## src/rtl/sdram_pkg.sv

```systemverilog
// Shared SDRAM controller definitions: command codes, arbiter states and pick indices.
package sdram_pkg;

    // Commands are {cs_n, ras_n, cas_n, we_n}
    localparam logic [3:0] CmdNop       = 4'b0111;
    localparam logic [3:0] CmdPrecharge = 4'b0010;
    localparam logic [3:0] CmdAref      = 4'b0001;
    localparam logic [3:0] CmdActive    = 4'b0011;
    localparam logic [3:0] CmdWrite     = 4'b0100;
    localparam logic [3:0] CmdRead      = 4'b0101;
    localparam logic [3:0] CmdMrs       = 4'b0000;

    typedef enum logic [2:0] {
        StIdle,
        StArbit,
        StAref,
        StWrite,
        StRead
    } arb_state_e;

    localparam int unsigned PickW   = 3;
    localparam int unsigned PickRef = 0;
    localparam int unsigned PickWr  = 1;
    localparam int unsigned PickRd  = 2;

endpackage

```

## src/rtl/sdram_arbit_pick.sv

```systemverilog
// Combinational request picker: refresh first, then write/read (alternating when
// SDRAM_ARBIT_RR_EN is defined, write-first otherwise). Output is one-hot or zero.
module sdram_arbit_pick
    import sdram_pkg::*;
(
    input  logic             ref_req,
    input  logic             wr_req,
    input  logic             rd_req,
`ifdef SDRAM_ARBIT_RR_EN
    input  logic             last_wr,
`endif
    output logic [PickW-1:0] pick
);

    logic wr_first;

`ifdef SDRAM_ARBIT_RR_EN
    assign wr_first = ~last_wr;
`else
    assign wr_first = 1'b1;
`endif

    always_comb begin
        pick = '0;
        if (ref_req) begin
            pick[PickRef] = 1'b1;
        end else if (wr_req && (wr_first || !rd_req)) begin
            pick[PickWr] = 1'b1;
        end else if (rd_req) begin
            pick[PickRd] = 1'b1;
        end
    end

endmodule

```

## src/rtl/sdram_arbit.sv

```systemverilog
// SDRAM command arbiter between init, auto-refresh, write and read engines.
// Optional round-robin write/read fairness via SDRAM_ARBIT_RR_EN.
module sdram_arbit
    import sdram_pkg::*;
#(
    parameter int unsigned ADDR_W = 13,
    parameter int unsigned BA_W   = 2,
    parameter int unsigned CMD_W  = 4
) (
    input  logic              clk,
    input  logic              rst_n,
    input  logic              flag_init_end,
    input  logic [CMD_W-1:0]  init_cmd,
    input  logic [ADDR_W-1:0] init_addr,
    input  logic              ref_req,
    input  logic              flag_ref_end,
    input  logic [CMD_W-1:0]  aref_cmd,
    input  logic [ADDR_W-1:0] aref_addr,
    input  logic              wr_req,
    input  logic              flag_wr_end,
    input  logic [CMD_W-1:0]  wr_cmd,
    input  logic [ADDR_W-1:0] wr_addr,
    input  logic [BA_W-1:0]   wr_ba,
    input  logic              rd_req,
    input  logic              flag_rd_end,
    input  logic [CMD_W-1:0]  rd_cmd,
    input  logic [ADDR_W-1:0] rd_addr,
    input  logic [BA_W-1:0]   rd_ba,
    output logic              ref_en,
    output logic              wr_en,
    output logic              rd_en,
    output logic              ref_pend,
    output logic              sdram_cke,
    output logic [CMD_W-1:0]  sdram_cmd,
    output logic [ADDR_W-1:0] sdram_addr,
    output logic [BA_W-1:0]   sdram_ba
);

    arb_state_e        state_q, state_d;
    logic [PickW-1:0]  pick;
    logic              ref_en_q, wr_en_q, rd_en_q;
    logic              ref_en_d, wr_en_d, rd_en_d;
    logic [CMD_W-1:0]  cmd_q, cmd_d;
    logic [ADDR_W-1:0] addr_q, addr_d;
    logic [BA_W-1:0]   ba_q, ba_d;

`ifdef SDRAM_ARBIT_RR_EN
    logic last_wr_q;

    always_ff @(posedge clk or negedge rst_n) begin
        if (!rst_n) begin
            last_wr_q <= 1'b0;
        end else if (state_q == StArbit) begin
            if (pick[PickWr]) begin
                last_wr_q <= 1'b1;
            end else if (pick[PickRd]) begin
                last_wr_q <= 1'b0;
            end
        end
    end
`endif

    sdram_arbit_pick u_pick (
        .ref_req (ref_req),
        .wr_req  (wr_req),
        .rd_req  (rd_req),
`ifdef SDRAM_ARBIT_RR_EN
        .last_wr (last_wr_q),
`endif
        .pick    (pick)
    );

    always_comb begin
        state_d = state_q;
        unique case (state_q)
            StIdle:  if (flag_init_end) state_d = StArbit;
            StArbit: begin
                if (pick[PickRef]) begin
                    state_d = StAref;
                end else if (pick[PickWr]) begin
                    state_d = StWrite;
                end else if (pick[PickRd]) begin
                    state_d = StRead;
                end
            end
            StAref:  if (flag_ref_end) state_d = StArbit;
            StWrite: if (flag_wr_end) state_d = StArbit;
            StRead:  if (flag_rd_end) state_d = StArbit;
            default: state_d = StIdle;
        endcase
    end

    // Grant pulses fire only on the ARBIT->X edge, so one request yields one pulse.
    always_comb begin
        ref_en_d = (state_q == StArbit) && pick[PickRef];
        wr_en_d  = (state_q == StArbit) && pick[PickWr];
        rd_en_d  = (state_q == StArbit) && pick[PickRd];
    end

    always_comb begin
        cmd_d  = CMD_W'(CmdNop);
        addr_d = '0;
        ba_d   = '0;
        unique case (state_q)
            StIdle: begin
                cmd_d  = init_cmd;
                addr_d = init_addr;
            end
            StAref: begin
                cmd_d  = aref_cmd;
                addr_d = aref_addr;
            end
            StWrite: begin
                cmd_d  = wr_cmd;
                addr_d = wr_addr;
                ba_d   = wr_ba;
            end
            StRead: begin
                cmd_d  = rd_cmd;
                addr_d = rd_addr;
                ba_d   = rd_ba;
            end
            default: ;
        endcase
    end

    always_ff @(posedge clk or negedge rst_n) begin
        if (!rst_n) begin
            state_q  <= StIdle;
            ref_en_q <= 1'b0;
            wr_en_q  <= 1'b0;
            rd_en_q  <= 1'b0;
            cmd_q    <= CMD_W'(CmdNop);
            addr_q   <= '0;
            ba_q     <= '0;
        end else begin
            state_q  <= state_d;
            ref_en_q <= ref_en_d;
            wr_en_q  <= wr_en_d;
            rd_en_q  <= rd_en_d;
            cmd_q    <= cmd_d;
            addr_q   <= addr_d;
            ba_q     <= ba_d;
        end
    end

    assign ref_en     = ref_en_q;
    assign wr_en      = wr_en_q;
    assign rd_en      = rd_en_q;
    assign ref_pend   = ref_req && ((state_q == StWrite) || (state_q == StRead));
    assign sdram_cke  = 1'b1;
    assign sdram_cmd  = cmd_q;
    assign sdram_addr = addr_q;
    assign sdram_ba   = ba_q;

endmodule

```

## config.mk

```make
export PLATFORM = sky130hd
export DESIGN_NAME = sdram_arbit
export DESIGN_NICKNAME = d
export VERILOG_FILES = /design/src/rtl/sdram_pkg.sv /design/src/rtl/sdram_arbit_pick.sv /design/src/rtl/sdram_arbit.sv
export SDC_FILE = /design/constraint.sdc
export NUM_CORES = 1
export LEC_CHECK = 0
export BUFFER_PORTS_ARGS = -buffer_cell sky130_fd_sc_hd__buf_4
export CAP_MARGIN = 20
export CORE_UTILIZATION = 36
export CTS_CLUSTER_SIZE = 8
export DETAILED_ROUTE_END_ITERATION = 8
export GPL_ROUTABILITY_DRIVEN = 0
export PLACE_DENSITY = 0.75
export SYNTH_ARGS = -nofsm -noshare
export SYNTH_HDL_FRONTEND = slang
export SYNTH_HIERARCHICAL = 1
export SYNTH_SLANG_ARGS = --single-unit
```

## constraint.sdc

```tcl
create_clock -name clk -period 1.45 [get_ports clk]
set_clock_uncertainty 0.15 [all_clocks]
set_input_delay 0.29 -clock clk [delete_from_list [all_inputs] [get_ports clk]]
set_output_delay 0.29 -clock clk [all_outputs]
set_load 0.01 [all_outputs]
```

Word-level counts from Yosys, hierarchy flattened
Index checks and enable logic that the tools add are counted.
{ "op_classes": {"n_reduce_logical": 7, "muxes": 16, "eq_ne": 9} }
{ "op_table": {"columns": ["op", "n"], "rows": [
  ["13-bit case mux with 4 select lines", 1],
  ["3-bit 2-to-1 mux", 7],
  ["4-bit case mux with 4 select lines", 1],
  ["3-bit case mux with 5 select lines", 1],
  ["2-bit != test, second input constant", 4],
  ["3-bit by 2-bit equality test with 1-bit output, second input constant", 2],
  ["5-bit AND reduction", 1],
  ["1-bit logical AND", 4],
  ["1-bit 2-to-1 mux", 4],
  ["4-bit != test, second input constant", 1],
  ["2-bit case mux with 2 select lines", 1],
  ["3-bit by 1-bit equality test with 1-bit output, second input constant", 1],
  ["3-bit equality test, second input constant", 1],
  ["3-bit zero test", 1],
  ["2-bit 2-to-1 mux", 1],
  ["1-bit logical OR", 1]
]} }
{ "word_totals": {"out_inout_bits": 24, "ff_bits": 25, "word_cells": 39, "input_bits": 81} }

Longest topological paths before layout
Gate-level depths: netlist of the first run.
{ "logic_depth": {"word_depth": 7, "ltp_mapped": 5, "depth_no_buf": 4} }

Hierarchy
Netlist of the first run, hierarchy kept.
{ "modules_own_cells": {"columns": ["mod", "cells_per_inst", "seq_area_each_um2", "instances", "area_each_um2"], "rows": [
  ["sdram_arbit", 134, 629.4, 1, 1416.4],
  ["sdram_arbit_pick", 3, 0.0, 1, 26.3]
]} }

Least setup slack after synthesis of the first run
Ideal clock, no wire load.
{ "synth_timing": {"kind": "reg-to-output", "startpoint": "reg state_q[1]", "endpoint": "out ref_pend", "t_required_ns": 1.010, "setup_slack_ns": -0.041, "t_arrival_ns": 1.051, "path_stages_with_launch": 6, "path_cell_list": "dfrtp_1 -> buf_6 -> nand2_1 -> nor2_2 -> buf_4 -> o21a_1"} }
{ "synth_between": {"elab_chain_len": 3, "word_cells_on_any_way": 4, "cone_classes": "eq/ne (2); reduce/logical (2)"} }
{ "synth_rtl": {"columns": ["item", "line_no", "rtl"], "rows": [
  ["start: declaration", "sdram_arbit.sv:39", "arb_state_e state_q, state_d;"],
  ["start signal: assignment", "sdram_arbit.sv:129", "state_q <= StIdle;"],
  ["start signal: assignment", "sdram_arbit.sv:137", "state_q <= state_d;"],
  ["3-bit by 2-bit equality test with 1-bit output or 3-bit equality test (tied branches)", "sdram_arbit.sv:150", "assign ref_pend = ref_req && ((state_q == StWrite) || (state_q == StRead));"],
  ["1-bit logical OR (*)", "sdram_arbit.sv:150", null],
  ["1-bit logical AND (*)", "sdram_arbit.sv:150", null],
  ["end: declaration", "sdram_arbit.sv:32", "output logic ref_pend,"]
]} }
Mark *: on every way between the ends. The rest lies on a longest branch, timed or not.

Worst setup path in the final report of the first run
{ "layout_timing": {"startpoint": "reg state_q[0]", "endpoint": "out ref_pend"} }
Same word-level chain as after synthesis.

==> impl_metrics.csv, run 1 <==
group,metric,value,unit
run_status,status,"complete, but fails checks",
run_status,violations,"setup timing",
routing,wl_per_cell,15.88,um
setup_path,cp_max_fo,3,
logic_synthesis,synth.yosys.seq_area_share,43.63,%
finish,area_growth,85.86,%
sta,worst_slack,-0.1666,ns
floorplan,die-width,65.31,um
logic_synthesis,synthMuxAreaShare,12.49,%
setup_path,ff2ff_path_depth,6,
finish,fillers,275,
placement,io_buffer_count,103,
global_routing,grt_max_degree,26,
floorplan,core_area,3744,sq um
setup_path,reg2reg_slack,-0.13,ns
clock_network,cts.sinks,25,
clock_network,cts_tree,"done",
logic_synthesis,synth_adder_area_share,0,%
finish,layout_commonest_cell,"buf_4",
clock_network,cts_max_path_buffers,2,
clock_network,clk_latency,0.26,ns
clock_network,cts_buffers,3,
routing,avgViaCountPerCell,5.141,
floorplan,initial_core_util,38.54,%
routing,drt_iter0_markers,57,
routing,drt_pass1_iterations,4,
global_routing,antenna_found_initial,0,
sta,rsz0062_at_grt,"yes",
finish,final-seq-area,633.1,sq um
setup_path,arrival,1.18,ns
logic_synthesis,syn_avg_cell_area,10.53,sq um
routing,drc_errors,0,
clock_network,cts_root_buf,"clkbuf_8",
floorplan,die_h,65.31,um
routing,ant_nets,0,
setup_path,cp-start-kind,"flop",
clock_network,cts.reportedPaths.clkPinSlew,0.08,ns
finish,fin_nets,332,
sta,finalCriticalPeriod,1.617,ns
setup_path,r2r_start,"state_q[0]$_DFFE_PN0P_",
finish,fin_util,71.62,%
global_routing,grt_usage,20.65,%
finish,multi_input_area,875.8,sq um
logic_synthesis,ys_warn_count,6,
logic_synthesis,synth_compound_area_share,23.50,%
logic_synthesis,synth_cell_types,29,
sta,setup_viol,19,
finish,diodes,0,
setup_path,cp-end-kind,"primary output",
logic_synthesis,syn-cell-area,1443,sq um
worst_hold_path,hold_end,"sdram_addr[1]$_DFF_PN0_",
logic_synthesis,yosys.area_share.simple,9.801,%
logic_synthesis,netlist_instances,137,
floorplan,io_pins,105,
setup_path,crit_path_start,"state_q[0]$_DFFE_PN0P_",
logic_synthesis,yosys_register_bits,25,
logic_synthesis,syn-num-nets,218,
finish,stdcell_count,298,
sta,finalMaxSlewViolations,0,
clock_network,htree_num_levels,1,
sta,whs,0.07040,ns
logic_synthesis,synth_top_family_by_area,"compound AO/OA/AOI/OAI gates",
global_routing,gr-total-overflow,0,
routing,wl,4733,um
finish,layout_common_cells,"buf_4 (110), dfrtp_1 (19), inv_1 (15), a21o_1 (14)",
floorplan,num_rows,22,
pwr,power_density,1565,nW/um^2
pwr,ir_drop,731.1,uV
pwr,p_leak,1.364,nW
placement,dp_hpwl,3207,um
floorplan,die_area,4265,sq um
logic_synthesis,synthXorXnorAreaFrac,0,%
sta,period_share,111.5,%
global_routing,grt_pass1_vias,1491,
worst_hold_path,hold_path_startpoint,"wr_addr[1]",
worst_hold_path,worst_hold_path.num_cells,2,
sta,timing.fmax,0.6186,GHz
routing,vias,1532,
setup_path,criticalPathCategory,"reg -> out",
run,drv_cap,0,
setup_path,cp.required,1.01,ns
sta,hold_viol,0,
setup_path,r2r_end,"sdram_addr[9]$_DFF_PN0_",
finish,layout-drive-gt1-share,65.60,%
worst_hold_path,min_path_type,"in -> reg",
placement,place_inst,287,
global_routing,grt_first_pass_wirelength,6775,um
-- what timing repair did --
action,CTS,global route
pin swaps,2,16
cloned,0,2
endpoints found under the hold margin,22,0
resized for setup,10,48
setup buffers,3,1
hold buffers,1,0
endpoints found under the setup margin,2,20
-- layout make-up --
| class | count | area share (%) |
|---|---|---|
| multi-input cells | 84 | 32.66 |
| clock buffers | 4 | 1.680 |
| flip-flops and latches | 25 | 23.61 |
| well taps | 48 | 2.240 |
| repair buffers | 122 | 37.70 |
| inverters | 15 | 2.100 |
-- flip-flops by register name, indices dropped and copies added (netlist names) --
register    count
sdram_addr     13
sdram_cmd       4
state_q         3
sdram_ba        2
rd_en           1
ref_en          1
wr_en           1
-- how the worst max path moves through the flow --
stage / endpoint / slack (ns) / depth (start not counted)
2_1_floorplan: ref_pend / 0.005 / 5
3_3_place_gp: state_q[0]$_DFFE_PN0P_ / 0.03 / 4
3_5_place_dp: sdram_addr[9]$_DFF_PN0_ / -0.02 / 4
4_1_cts: ref_pend / -0.17 / 3
5_1_grt: ref_pend / -0.21 / 3
6_report: ref_pend / -0.17 / 3
-- cells in the mapped netlist --
| cell | number | area share (%) |
|---|---|---|
| a32oi_1 | 1 | 0.61 |
| nor2_2 | 1 | 0.43 |
| dfrtp_1 | 22 | 38 |
| nand2_1 | 2 | 0.52 |
| nand2b_4 | 1 | 0.95 |
| o21ai_0 | 2 | 0.69 |
| buf_2 | 5 | 1.7 |
| or2_0 | 1 | 0.43 |
| nor3b_2 | 1 | 0.87 |
| nor2b_1 | 4 | 1.7 |
| nand2b_1 | 1 | 0.43 |
| a22oi_1 | 3 | 1.6 |
| buf_4 | 6 | 3.1 |
| nor3b_1 | 3 | 1.6 |
| or2_2 | 1 | 0.43 |
| conb_1 | 1 | 0.26 |
| nor2_1 | 2 | 0.52 |
| dfstp_2 | 3 | 5.5 |
| inv_1 | 15 | 3.9 |
| a21oi_1 | 3 | 1.0 |
| nor4b_1 | 1 | 0.61 |
| buf_6 | 2 | 1.6 |
| o32ai_1 | 14 | 8.5 |
| and2_1 | 3 | 1.3 |
| a211oi_1 | 3 | 1.6 |
| a21o_1 | 14 | 7.3 |
| o21a_1 | 2 | 1.0 |
| mux2i_1 | 18 | 12 |
| a22o_1 | 2 | 1.2 |
-- cell families after synthesis --
| family | after synthesis |
|---|---|
| AOI/OAI and AO/OA | 44 |
| buffers and inverters | 28 |
| DFF | 25 |
| muxes | 18 |
| other | 1 |
| and+or+nand+nor | 21 |
-- layer usage --
layer / GRT usage (%) / vias to the layer above / share of wire [%]
met5: 0 / - / 0
met3: 2.083 / 2 / 6.3
met2: 39.95 / 65 / 55
met1: 23.50 / 742 / 38
met4: 5.978 / 0 / 0.57
li1: - / 723 / -
-- critical path: stages, from the launching register on --
cell and delay (ns):
dfrtp_2 0.45, nor3b_4 0.21, o21a_1 0.15, buf_6 0.10
-- per-stage QoR --
stage / TNS (ns) / worst slack [ns] / total power [mW] / instance area (sq um)
floorplan: 0 / 0.005245 / 2.247 / 1453
global placement: 0 / 0.02777 / 2.991 / 2283
detailed placement: -0.01566 / -0.01566 / 3.036 / 2283
CTS: -0.1715 / -0.1707 / 3.563 / 2406
global route: -2.546 / -0.2126 / 4.437 / 2681
finish: -1.349 / -0.1666 / 4.196 / 2681
-- power breakdown --
group / switching, mW / internal, mW
logic: 1.18 / 1.49
clock network: 0.211 / 0.196
registers: 0.119 / 0.996
total: 1.51 / 2.68
No activity file was read; power rests on OpenSTA's default activity.
==> run 2, diff against run 1 <==
- CORE_UTILIZATION: 36 -> 40
- PLACE_DENSITY: 0.75 -> 0.79
- SETUP_SLACK_MARGIN: unset -> 0.02
- clock period: 1.45 -> 1.53 ns (I/O delays scaled with it)
==> impl_metrics.csv, run 2 (synthesized netlist as in run 1, its figures left out) <==
group,metric,value,unit
setup_path,r2r_end,"sdram_addr[11]$_DFF_PN0_",
pwr,power_density,1431,nW/um^2
floorplan,die_area,3851,sq um
clock_network,clk_latency,0.31,ns
run,drv_cap,0,
global_routing,antenna_found_initial,0,
finish,layout_common_cells,"buf_4 (117), dfrtp_1 (20), inv_1 (15), mux2i_1 (14), a21o_1 (14)",
setup_path,cp_max_fo,3,
global_routing,grt_max_degree,26,
floorplan,die-width,62.06,um
sta,worst_slack,-0.1603,ns
finish,diodes,0,
setup_path,r2r_start,"state_q[1]$_DFFE_PN0P_",
clock_network,cts.sinks,25,
setup_path,cp.required,1.07,ns
finish,largest_reg_flops,13,
routing,avgViaCountPerCell,5.040,
run_status,violations,"setup timing",
finish,layout-drive-gt1-share,59.36,%
routing,wl,4466,um
sta,hold_viol,0,
sta,finalCriticalPeriod,1.690,ns
finish,fin_nets,333,
run_status,status,"complete, but fails checks",
finish,area_growth,73.55,%
pwr,p_leak,1.323,nW
floorplan,core_area,3390,sq um
finish,fillers,249,
clock_network,cts.reportedPaths.clkPinSlew,0.15,ns
placement,io_buffer_count,103,
setup_path,reg2reg_slack,-0.05,ns
routing,drt_pass1_iterations,4,
routing,drt_iter0_markers,45,
finish,multi_input_area,757.0,sq um
setup_path,ff2ff_path_depth,6,
sta,setup_viol,13,
floorplan,initial_core_util,42.56,%
clock_network,htree_num_levels,1,
finish,stdcell_count,297,
worst_hold_path,min_path_type,"in -> reg",
floorplan,io_pins,105,
global_routing,grt_first_pass_wirelength,6065,um
sta,rsz0062_at_grt,"yes",
setup_path,arrival,1.23,ns
pwr,ir_drop,607.2,uV
routing,vias,1497,
clock_network,cts_max_path_buffers,2,
sta,period_share,110.5,%
sta,finalMaxSlewViolations,0,
finish,layout_commonest_cell,"buf_4",
global_routing,grt_usage,21.74,%
clock_network,cts_root_buf,"clkbuf_4",
setup_path,criticalPathCategory,"reg -> out",
routing,drc_errors,0,
routing,ant_nets,0,
sta,timing.fmax,0.5916,GHz
clock_network,cts_tree,"done",
setup_path,crit_path_start,"state_q[1]$_DFFE_PN0P_",
global_routing,gr-total-overflow,0,
finish,final-seq-area,631.9,sq um
setup_path,cp-end-kind,"primary output",
clock_network,cts_buffers,3,
global_routing,grt_pass1_vias,1443,
floorplan,die_h,62.06,um
setup_path,cp-start-kind,"flop",
placement,dp_hpwl,3184,um
placement,pre_cts_ws,0.07557,ns
placement,place_inst,284,
setup_path,crit_path_end,"ref_pend",
routing,wl_per_cell,15.04,um
floorplan,num_rows,21,
## run 2: cell count changes in the layout (fill, tap and decap cells not counted), moves of 3 or more
cell and delta:
o32ai_1 +9, buf_4 +7, o32ai_2 -7, clkbuf_4 +3
clkbuf_8 -3
## run 2: what timing repair did
item	4_1_cts	5_1_grt
pin swaps	1	0
setup endpoints to repair	1	23
setup buffers	5	2
hold buffers	1	0
hold endpoints to repair	25	0
resized for setup	9	18
cloned	0	1
## run 2: per-layer routing
layer  GRT usage, %  vias to the layer above  routed length [um]
li1               -                      715                   -
met1          23.15                      711                1639
met2          41.64                       65                2426
met3          5.176                        6                 320
met4          6.984                        0                  79
met5              0                        -                   0
## run 2: critical path: stages, from the launching register on
cell     delay [ns]
dfrtp_1        0.45
nor3b_4        0.23
o21a_1         0.15
buf_6          0.10
## run 2: where the power goes
part	internal, mW	switching, mW
Combinational	1.24	0.989
Sequential	0.940	0.107
Clock	0.0997	0.207
## run 2: area by class of cell
type / instances / share of cell area [%]
Timing Repair Buffer: 123 / 38.78
Multi-Input combinational cell: 84 / 30.23
Sequential cell: 25 / 25.24
Tap cell: 46 / 2.299
Inverter: 15 / 2.249
Clock buffer: 3 / 0.8996
Clock inverter: 1 / 0.2999
## run 2: worst min-delay path by stage
| stage | startpoint | slack, ns | to | cells after the start |
|---|---|---|---|---|
| after floorplan | rst_n | -0.14 | rd_en$_DFF_PN0_ | 0 |
| after global placement | rst_n | 0.08 | sdram_addr[9]$_DFF_PN0_ | 1 |
| after detailed placement | rst_n | 0.07 | sdram_addr[9]$_DFF_PN0_ | 1 |
| after CTS | wr_cmd[3] | 0.01 | sdram_cmd[3]$_DFF_PN0_ | 2 |
| after global routing | wr_addr[12] | 0.01 | sdram_addr[12]$_DFF_PN0_ | 2 |
| final | wr_addr[4] | 0.02 | sdram_addr[4]$_DFF_PN0_ | 2 |
## run 2: metrics by stage
stage	power, mW	hold WS, ns	TNS, ns	cell area, sq um	utilization [%]
final	3.582	0.02161	-0.3845	2504	73.86
after global routing	3.816	0.01176	-1.587	2504	73.86
after CTS	3.298	0.01441	-0.2187	2374	70.03
after detailed placement	2.851	0.07428	0	2263	66.78
after global placement	2.811	0.07576	0	2263	66.78
after floorplan	2.118	-0.1396	0	1443	-
==> run 3, diff against run 2 <==
- SETUP_SLACK_MARGIN: 0.02 -> 0.1
==> impl_metrics.csv, run 3 (synthesized netlist as in run 1, its figures left out) <==
group,metric,value,unit
sta,setup_viol,16,
pwr,pwr-share-seq,27.1,%
pwr,pwr-share-comb,65.0,%
placement,pre_cts_ws,0.05632,ns
finish,area_growth,82.39,%
placement,io_buffer_count,103,
routing,wl,4581,um
worst_hold_path,min_path_type,"in -> reg",
setup_path,cp-start-kind,"flop",
routing,wl_met3,302,um
finish,largest_reg_flops,13,
placement,dp_hpwl,3031,um
pwr,intPower,2.463,mW
floorplan,die_h,62.06,um
finish,fillers,231,
sta,timing.fmax,0.5718,GHz
floorplan,io_pins,105,
global_routing,grt_first_pass_wirelength,6706,um
finish,multi_input_area,823.3,sq um
pwr,switching_share,35.76,%
finish,fin_nets,336,
finish,fin_util,77.63,%
setup_path,crit_chain,"buf_6 -> nor2_4 -> o21a_1 -> buf_6",
pwr,p_leak,1.371,nW
setup_path,slowest_delay,0.46,ns
sta,finalMaxSlewViolations,0,
routing,drt_pass1_iterations,4,
finish,final-seq-area,631.9,sq um
setup_path,reg2reg_slack,-0.12,ns
finish,layout_common_cells,"buf_4 (110), dfrtp_1 (20), mux2i_1 (16), inv_1 (15), a21o_1 (14)",
floorplan,initial_core_util,42.56,%
pwr,power_switching,1.371,mW
routing,ant_nets,0,
pwr,power_density,1457,nW/um^2
routing,wl_per_cell,15.27,um
placement,place_inst,283,
routing,wl_met2,2400,um
finish,stdcell_count,300,
placement,place_area,2268,sq um
floorplan,die_area,3851,sq um
setup_path,cp-end-kind,"primary output",
finish,layout-drive-gt1-share,62.60,%
worst_hold_path,hold_path_startpoint,"wr_addr[5]",
routing,drt_iter0_markers,64,
global_routing,grt_pass1_vias,1457,
worst_hold_path,worst_hold_path.num_cells,2,
sta,rsz0062_at_grt,"yes",
routing,maxUsedRoutingLayer,"met4",
run_status,violations,"setup timing",
run_status,status,"complete, but fails checks",
sta,finalCriticalPeriod,1.749,ns
setup_path,arrival,1.29,ns
routing,drc_errors,0,
pwr,clkPwrFrac,7.9,%
worst_hold_path,hold_end,"sdram_addr[5]$_DFF_PN0_",
clock_network,cts_max_path_buffers,2,
global_routing,grt_max_degree,26,
setup_path,r2r_start,"state_q[1]$_DFFE_PN0P_",
setup_path,cp_common_cell,"buf_6",
clock_network,cts.sinks,25,
routing,vias,1516,
setup_path,r2r_end,"sdram_addr[11]$_DFF_PN0_",
setup_path,ff2ff_path_depth,7,
global_routing,grt_usage,24.13,%
clock_network,htree_num_levels,1,
global_routing,gr-total-overflow,0,
sta,whs,0.02513,ns
setup_path,cp.required,1.07,ns
sta,hold_viol,0,
pwr,ir_drop,689.2,uV
clock_network,cts.reportedPaths.clkPinSlew,0.14,ns
setup_path,cpMaxStageDelayCell,"dfrtp_2",
clock_network,cts_tree,"done",
clock_network,cts_buffers,3,
routing,avgViaCountPerCell,5.053,
setup_path,cp_max_fo,3,
finish,diodes,0,
sta,period_share,114.3,%
routing,route.layer.met1.wl,1813,um
clock_network,clk_latency,0.31,ns
clock_network,cts_root_buf,"clkbuf_4",
finish,fin_area,2631,sq um
floorplan,core_area,3390,sq um
finish,layout_commonest_cell,"buf_4",
global_routing,antenna_found_initial,0,
sta,worst_slack,-0.2188,ns
setup_path,criticalPathCategory,"reg -> out",
floorplan,num_rows,21,
floorplan,die-width,62.06,um
run,drv_cap,0,
## run 3: cell types whose count changed in the layout (fill, tap and decap cells not counted), moves of 2 or more
cell and change:
mux2i_1 +2, and2_1 -2, buf_6 +7, and2_4 +2, a22oi_1 -2, a22oi_2 +2
buf_4 -7, mux2i_2 -3
## run 3: power groups by stage
stage,logic (mW),clock network [mW],registers [mW]
2_1_floorplan,0.982,0,1.15
3_3_place_gp,1.77,0,1.05
3_5_place_dp,1.79,0,1.06
4_1_cts,2.23,0.305,1.04
5_1_grt,2.67,0.349,1.07
6_report,2.49,0.301,1.04
## run 3: worst max-delay path by stage
stage,cells past startpoint,from,endpoint,slack [ns]
after floorplan,5,state_q[1]$_DFFE_PN0P_,ref_pend,0.11
after CTS,3,state_q[0]$_DFFE_PN0P_,ref_pend,-0.16
after detailed placement,4,state_q[1]$_DFFE_PN0P_,sdram_cmd[3]$_DFF_PN0_,0.06
final,4,state_q[2]$_DFFE_PN0P_,ref_pend,-0.22
after global placement,4,state_q[0]$_DFFE_PN0P_,state_q[1]$_DFFE_PN0P_,0.09
after global routing,4,state_q[2]$_DFFE_PN0P_,ref_pend,-0.27
## run 3: repair_timing
item,CTS,global route
setup endpoints to repair,17,27
pin swaps,5,5
buffers inserted,9,1
cloned,2,0
hold buffers,1,0
endpoints found under the hold margin,22,0
resized for setup,25,24
## run 3: cell type report
| cell class | count | share of cell area, % |
|---|---|---|
| Clock buffer | 3 | 0.8559 |
| Clock inverter | 1 | 0.1902 |
| Inverter | 15 | 2.140 |
| Multi-Input combinational cell | 85 | 31.29 |
| Sequential cell | 25 | 24.01 |
| Tap cell | 46 | 2.187 |
| Timing Repair Buffer | 125 | 39.32 |
## run 3: critical path: cells and delay by family, from the launching register on
family	cells	cell delay (ns)
buffers and inverters	2	0.25
AO/OA/AOI/OAI	1	0.17
flip-flops	1	0.46
AND/OR/NAND/NOR	1	0.10
## run 3: metal layers
metal,vias up,global-route usage (%)
li1,728,-
met1,716,29.97
met2,66,42.10
met3,6,4.969
met4,0,6.984
met5,-,0
## run 3: metrics by stage
| step | setup TNS (ns) | power, mW |
|---|---|---|
| finish | -1.384 | 3.834 |
| global route | -2.277 | 4.092 |
| CTS | -0.9831 | 3.567 |
| detailed placement | 0 | 2.855 |
| global placement | 0 | 2.826 |
| floorplan | 0 | 2.135 |
